--- config.mk ---
export PLATFORM = sky130hd
export DESIGN_NAME = aes_key_expand
export DESIGN_NICKNAME = d
export VERILOG_FILES = /design/src/rtl/aes_key_expand.sv
export SDC_FILE = /design/constraint.sdc
export NUM_CORES = 2
export LEC_CHECK = 0
export ABC_AREA = 1
export CORE_MARGIN = 1.5
export CORE_UTILIZATION = 55
export DETAILED_ROUTE_END_ITERATION = 12
export PLACE_DENSITY = 0.73
export SYNTH_ARGS = -nofsm -noshare
export SYNTH_HDL_FRONTEND = slang
export SYNTH_SLANG_ARGS = --single-unit
export TNS_END_PERCENT = 5
--- constraint.sdc ---
create_clock -name clk -period 14.2 [get_ports clk]
set_input_delay 2.84 -clock clk [delete_from_list [all_inputs] [get_ports clk]]
set_output_delay 2.84 -clock clk [all_outputs]
set_load 0.02 [all_outputs]
--- src/rtl/aes_key_expand.sv ---
// AES-128 key expansion: emits round keys 0..10 one per ready/valid handshake.
// The S-box is computed as GF(2^8) inversion followed by the FIPS-197 affine map.
module aes_key_expand (
    input  logic         clk,
    input  logic         rst,
    input  logic         start,
    input  logic [127:0] key_in,
    input  logic         rk_ready,
    output logic         rk_valid,
    output logic [3:0]   rk_round,
    output logic [127:0] rk_out,
    output logic         busy,
    output logic         done
);

    typedef enum logic {IDLE, EMIT} state_t;

    state_t       r_state;
    state_t       w_state_next;
    logic [127:0] r_key;
    logic [3:0]   r_round;
    logic         r_valid;
    logic         r_busy;
    logic         r_done;
    logic [7:0]   r_rcon;

    logic         w_accept;
    logic         w_hs;
    logic         w_last;
    logic [31:0]  w_rot;
    logic [31:0]  w_t;
    logic [31:0]  w_n0;
    logic [31:0]  w_n1;
    logic [31:0]  w_n2;
    logic [31:0]  w_n3;
    logic [127:0] w_next_key;

    function automatic logic [7:0] xtime(input logic [7:0] a);
        return {a[6:0], 1'b0} ^ (a[7] ? 8'h1b : 8'h00);
    endfunction

    function automatic logic [7:0] gf_mul(input logic [7:0] a, input logic [7:0] b);
        logic [7:0] p;
        logic [7:0] aa;
        p  = '0;
        aa = a;
        for (int unsigned i = 0; i < 8; i++) begin
            if (b[i]) p = p ^ aa;
            aa = xtime(aa);
        end
        return p;
    endfunction

    // x^254 == x^-1 in GF(2^8), and maps 0 to 0 as the S-box requires
    function automatic logic [7:0] gf_inv(input logic [7:0] a);
        logic [7:0] y;
        logic [7:0] r;
        y = gf_mul(a, a);
        r = y;
        for (int unsigned i = 0; i < 6; i++) begin
            y = gf_mul(y, y);
            r = gf_mul(r, y);
        end
        return r;
    endfunction

    function automatic logic [7:0] sbox(input logic [7:0] a);
        logic [7:0] v;
        v = gf_inv(a);
        return v ^ {v[6:0], v[7]} ^ {v[5:0], v[7:6]} ^ {v[4:0], v[7:5]}
                 ^ {v[3:0], v[7:4]} ^ 8'h63;
    endfunction

    function automatic logic [31:0] sub_word(input logic [31:0] w);
        return {sbox(w[31:24]), sbox(w[23:16]), sbox(w[15:8]), sbox(w[7:0])};
    endfunction

    always_comb begin
        w_accept = (r_state == IDLE) && start;
        w_hs     = (r_state == EMIT) && r_valid && rk_ready;
        w_last   = w_hs && (r_round == 4'd10);
    end

    always_comb begin
        w_rot      = {r_key[23:0], r_key[31:24]};
        w_t        = sub_word(w_rot) ^ {r_rcon, 24'h0};
        w_n0       = r_key[127:96] ^ w_t;
        w_n1       = r_key[95:64]  ^ w_n0;
        w_n2       = r_key[63:32]  ^ w_n1;
        w_n3       = r_key[31:0]   ^ w_n2;
        w_next_key = {w_n0, w_n1, w_n2, w_n3};
    end

    always_ff @(posedge clk or posedge rst) begin
        if (rst) r_state <= IDLE;
        else     r_state <= w_state_next;
    end

    always_comb begin
        w_state_next = r_state;
        case (r_state)
            IDLE:    if (start)  w_state_next = EMIT;
            EMIT:    if (w_last) w_state_next = IDLE;
            default: w_state_next = IDLE;
        endcase
    end

    always_ff @(posedge clk or posedge rst) begin
        if (rst) begin
            r_key   <= '0;
            r_round <= '0;
            r_valid <= 1'b0;
            r_busy  <= 1'b0;
            r_done  <= 1'b0;
            r_rcon  <= 8'h01;
        end else begin
            r_done <= w_last;
            if (w_accept) begin
                r_key   <= key_in;
                r_round <= '0;
                r_valid <= 1'b1;
                r_busy  <= 1'b1;
                r_rcon  <= 8'h01;
            end else if (w_last) begin
                r_valid <= 1'b0;
                r_busy  <= 1'b0;
            end else if (w_hs) begin
                r_key   <= w_next_key;
                r_round <= r_round + 4'd1;
                r_rcon  <= xtime(r_rcon);
            end
        end
    end

    always_comb begin
        rk_valid = r_valid;
        rk_round = r_round;
        rk_out   = r_key;
        busy     = r_busy;
        done     = r_done;
    end

endmodule
==> out/qor.csv <==
stage,metric,value,unit
run,Max Cap Viol,0,
logic_synthesis,top area cells in the synthesized netlist,"nand2_1, nand3_1, xor2_1",
worst_setup_path,CP Capture Type,register,
drt,Pre-antenna DRT Iters,8,
pwr,sequential power share,42.2,%
placement,Final Wtd Congestion,1.03,
clock_network,H-tree depth,4,
clock_network,maximum clock path buffer count,2,
drt,post-DR vias/cell,5.44,
clock_network,CTS root buffer,clkbuf_16,
logic_synthesis,register area share after synthesis,4.76,%
clock_network,Sink Count,143,
pwr,Final Total Pwr,0.964,mW
global_routing,first-pass GRT wire length,414000,µm
drt,# DRC,0,
worst_setup_path,reg2reg end,rk_out[16]$_DFFE_PP0P_,
logic_synthesis,cell count after synthesis,14900,
drt,Iter 0 DRT Violations,10400,
min_path,Hold EP,r_rcon[5]$_DFFE_PP0P_,
layout,Layout area overhead,10.2,%
floorplanning,Die ar.,139000,µm²
logic_synthesis,Post-synth EDFFs,0,
worst_setup_path,worst r2r src,rk_out[14]$_DFFE_PP0P_,
global_routing,number of global-route vias before repair,79300,
drt,ANT nets after route,0,
floorplanning,Die Y-Extent,373,µm
floorplanning,Rows,135,
status,outcome,"complete, no violations",
clock_network,hold buffer count at CTS,0,
global_routing,largest net degree at the start of global routing,88,
pwr,Max VDD drop,104,µV
global_routing,total grt overflow,0,
sta,Worst Skew,34.1,ps
pwr,combinational cell fraction of total power,5.2,%
logic_synthesis,cell taking the most area after synthesis,nand2_1,
clock_network,worst skew pair latency,540,ps
sta,worst slew pin tran,1050,ps
logic_synthesis,"Net Count, Synth",15100,
placement,pre-CTS setup slack,141,ps
worst_setup_path,CP required,14620,ps
layout,Fillers,14300,
pwr,P_sw,0.273,mW
logic_synthesis,top cell type's share of synthesized area,33.6,%
worst_setup_path,CP max FO,17,
floorplanning,Die Span X,373,µm
floorplanning,# IOs,267,
worst_setup_path,R2R depth,87,
drt,final wirelength,263000,µm
logic_synthesis,"count leader, synth",nand2_1,
pwr,Static Leak,48.2,nW
clock_network,CTS tree,built,
sta,fmax,75.3,MHz
placement,IO Port Bufs,266,
pwr,internal power,0.691,mW
sta,setup ws final,920,ps
logic_synthesis,"FF+latch count, synth",143,
clock_network,Clock Pin Slew Worst Setup and Hold Paths,90,ps
pwr,clock share of power,52.6,%
min_path,HP Start,r_rcon[5]$_DFFE_PP0P_,
placement,hpwl dp,208000,µm
floorplanning,Initial Util,55.5,%
worst_setup_path,CP most frequent cell,nand2_1,
global_routing,total track usage,35.6,%
logic_synthesis,YS warnings,0,
sta,final worst-path cycle share,93.5,%
worst_setup_path,class of the most critical setup path,reg2reg,
layout,fin nets,15400,
worst_setup_path,WP data arrival,13700,ps
sta,Final Hold Viols,0,
pwr,switch share,28.3,%
global_routing,initial antenna violation count,9,
min_path,Cells on Worst Hold Path,2,
layout,layout cells sized above 1,10.8,%
worst_setup_path,Reg2Reg Setup Slack,920,ps
floorplanning,core area,136000,µm²
logic_synthesis,synth unique cells,64,
logic_synthesis,"Primary FF master, synth",dfrtp_1,
worst_setup_path,max incr delay on CP,470,ps
sta,# setup viols final,0,
pwr,PwrDens,11.6,nW/µm²
clock_network,CTS buffer count,17,
sta,hold_ws,548,ps
logic_synthesis,"Avg Cell Area, Syn",5.03,µm²
sta,"Min Clock Period, post-route",13280,ps
logic_synthesis,area of the mapped netlist,75200,µm²
sta,Max-slew headroom,30.0,%
logic_synthesis,Commonest cells post-synth,"nand2_1, nand3_1, inv_1",
worst_setup_path,Worst path slowest cell,dfrtp_2,
drt,via count,92800,
logic_synthesis,"FFs w/ async S/R, synth",100,%
worst_setup_path,CP startpoint kind,register,
drt,mean routed wirelength per cell,15.4,µm
sta,Max Slew Vio Count,0,
sta,RSZ-0062 raised after global routing,yes,
min_path,Hold Path Class,reg2reg,
==> through the flow <==
step	TNS (ps)	std cells	cell area, µm²	util, %
after global routing	-2710	17100	82900	61.1
after floorplan	0	14900	75200	-
after CTS	0	16900	80300	59.2
final	0	17100	82900	61.1
after detailed placement	0	16900	79700	58.8
after global placement	0	16900	79700	58.8
==> per-layer routing <==
layer | global-route usage (%) | part of all wire, % | vias to the layer above
met2 | 54.2 | 42 | 4178
met5 | 0 | 0.024 | -
li1 | - | - | 47000
met3 | 5.82 | 10 | 436
met1 | 51.0 | 45 | 41300
met4 | 10.5 | 2.8 | 12
==> sequential cells by signal (all words and copies together), names as in the netlist <==
signal    flops
r_rcon        8
rk_out      128
rk_round      4
r_state       1
done          1
busy          1
==> final cells by class <==
| cell class | count | area, µm² | share of cell area [%] |
|---|---|---|---|
| multi-input cells | 12700 | 63800 | 77.0 |
| repair buffers | 674 | 5810 | 7.02 |
| inverters | 1766 | 6790 | 8.20 |
| clock inverters | 14 | 149 | 0.180 |
| flip-flops and latches | 143 | 3590 | 4.34 |
| clock buffers | 18 | 439 | 0.530 |
| diodes | 1 | 2.50 | 0.00302 |
| well taps | 1781 | 2230 | 2.69 |
==> worst max-delay path by stage <==
| stage | start | slack, ps | end | depth (start not counted) |
|---|---|---|---|---|
| final | rk_out[14]$_DFFE_PP0P_ | 920 | rk_out[16]$_DFFE_PP0P_ | 87 |
| after CTS | rk_out[31]$_DFFE_PP0P_ | 50 | rk_out[3]$_DFFE_PP0P_ | 95 |
| after global placement | rk_out[31]$_DFFE_PP0P_ | 110 | rk_out[0]$_DFFE_PP0P_ | 98 |
| after floorplan | rk_out[16]$_DFFE_PP0P_ | 1020 | rk_out[27]$_DFFE_PP0P_ | 109 |
| after global routing | rk_out[31]$_DFFE_PP0P_ | -180 | rk_out[3]$_DFFE_PP0P_ | 106 |
| after detailed placement | rk_out[31]$_DFFE_PP0P_ | 140 | rk_out[3]$_DFFE_PP0P_ | 95 |
==> power groups by stage <==
| stage | clock network [mW] | registers, mW | logic, mW |
|---|---|---|---|
| 5_1_grt | 0.522 | 0.407 | 0.0532 |
| 3_5_place_dp | 0 | 0.415 | 0.0501 |
| 6_report | 0.507 | 0.407 | 0.0501 |
| 4_1_cts | 0.514 | 0.407 | 0.0502 |
| 2_1_floorplan | 0 | 0.415 | 0.00594 |
| 3_3_place_gp | 0 | 0.415 | 0.0501 |
==> worst max-delay path: cells and delay by family, from the launching register on <==
family	cells	cell delay (ps)
and+or+nand+nor	61	7400
buffers and inverters	12	1860
xor gates and xnor gates	13	2990
adders and majority gates	1	410
DFF	1	470
==> cells in the final DEF, fill, tap and decap left out, drive strengths merged, types with 21 or more instances in the layout <==
cell type	instances
nand3b	162
o21bai	50
xor2	914
xnor2	447
inv	1736
nand4	123
a21oi	63
o211ai	73
clkdlybuf4s50	266
nand2	7209
nor2	990
dfrtp	142
or2	65
buf	408
clkinv	35
nand3	2242
o221ai	25
ha	21
o21ai	230
==> repair_timing <==
item,4_1_cts,5_1_grt
gates resized for setup,0,392
buffers inserted,0,114
setup endpoints to repair,0,128
==> cells by family after synthesis <==
family,Yosys count,share of synthesized area [%]
buffers and inverters,2141,12.4
adders and majority gates,21,0.349
AOI/OAI and AO/OA,462,3.69
and+or+nand+nor,10800,61.8
DFF,143,4.76
xor gates and xnor gates,1367,17.0
Note: power is estimated with default switching activity, not from simulation.
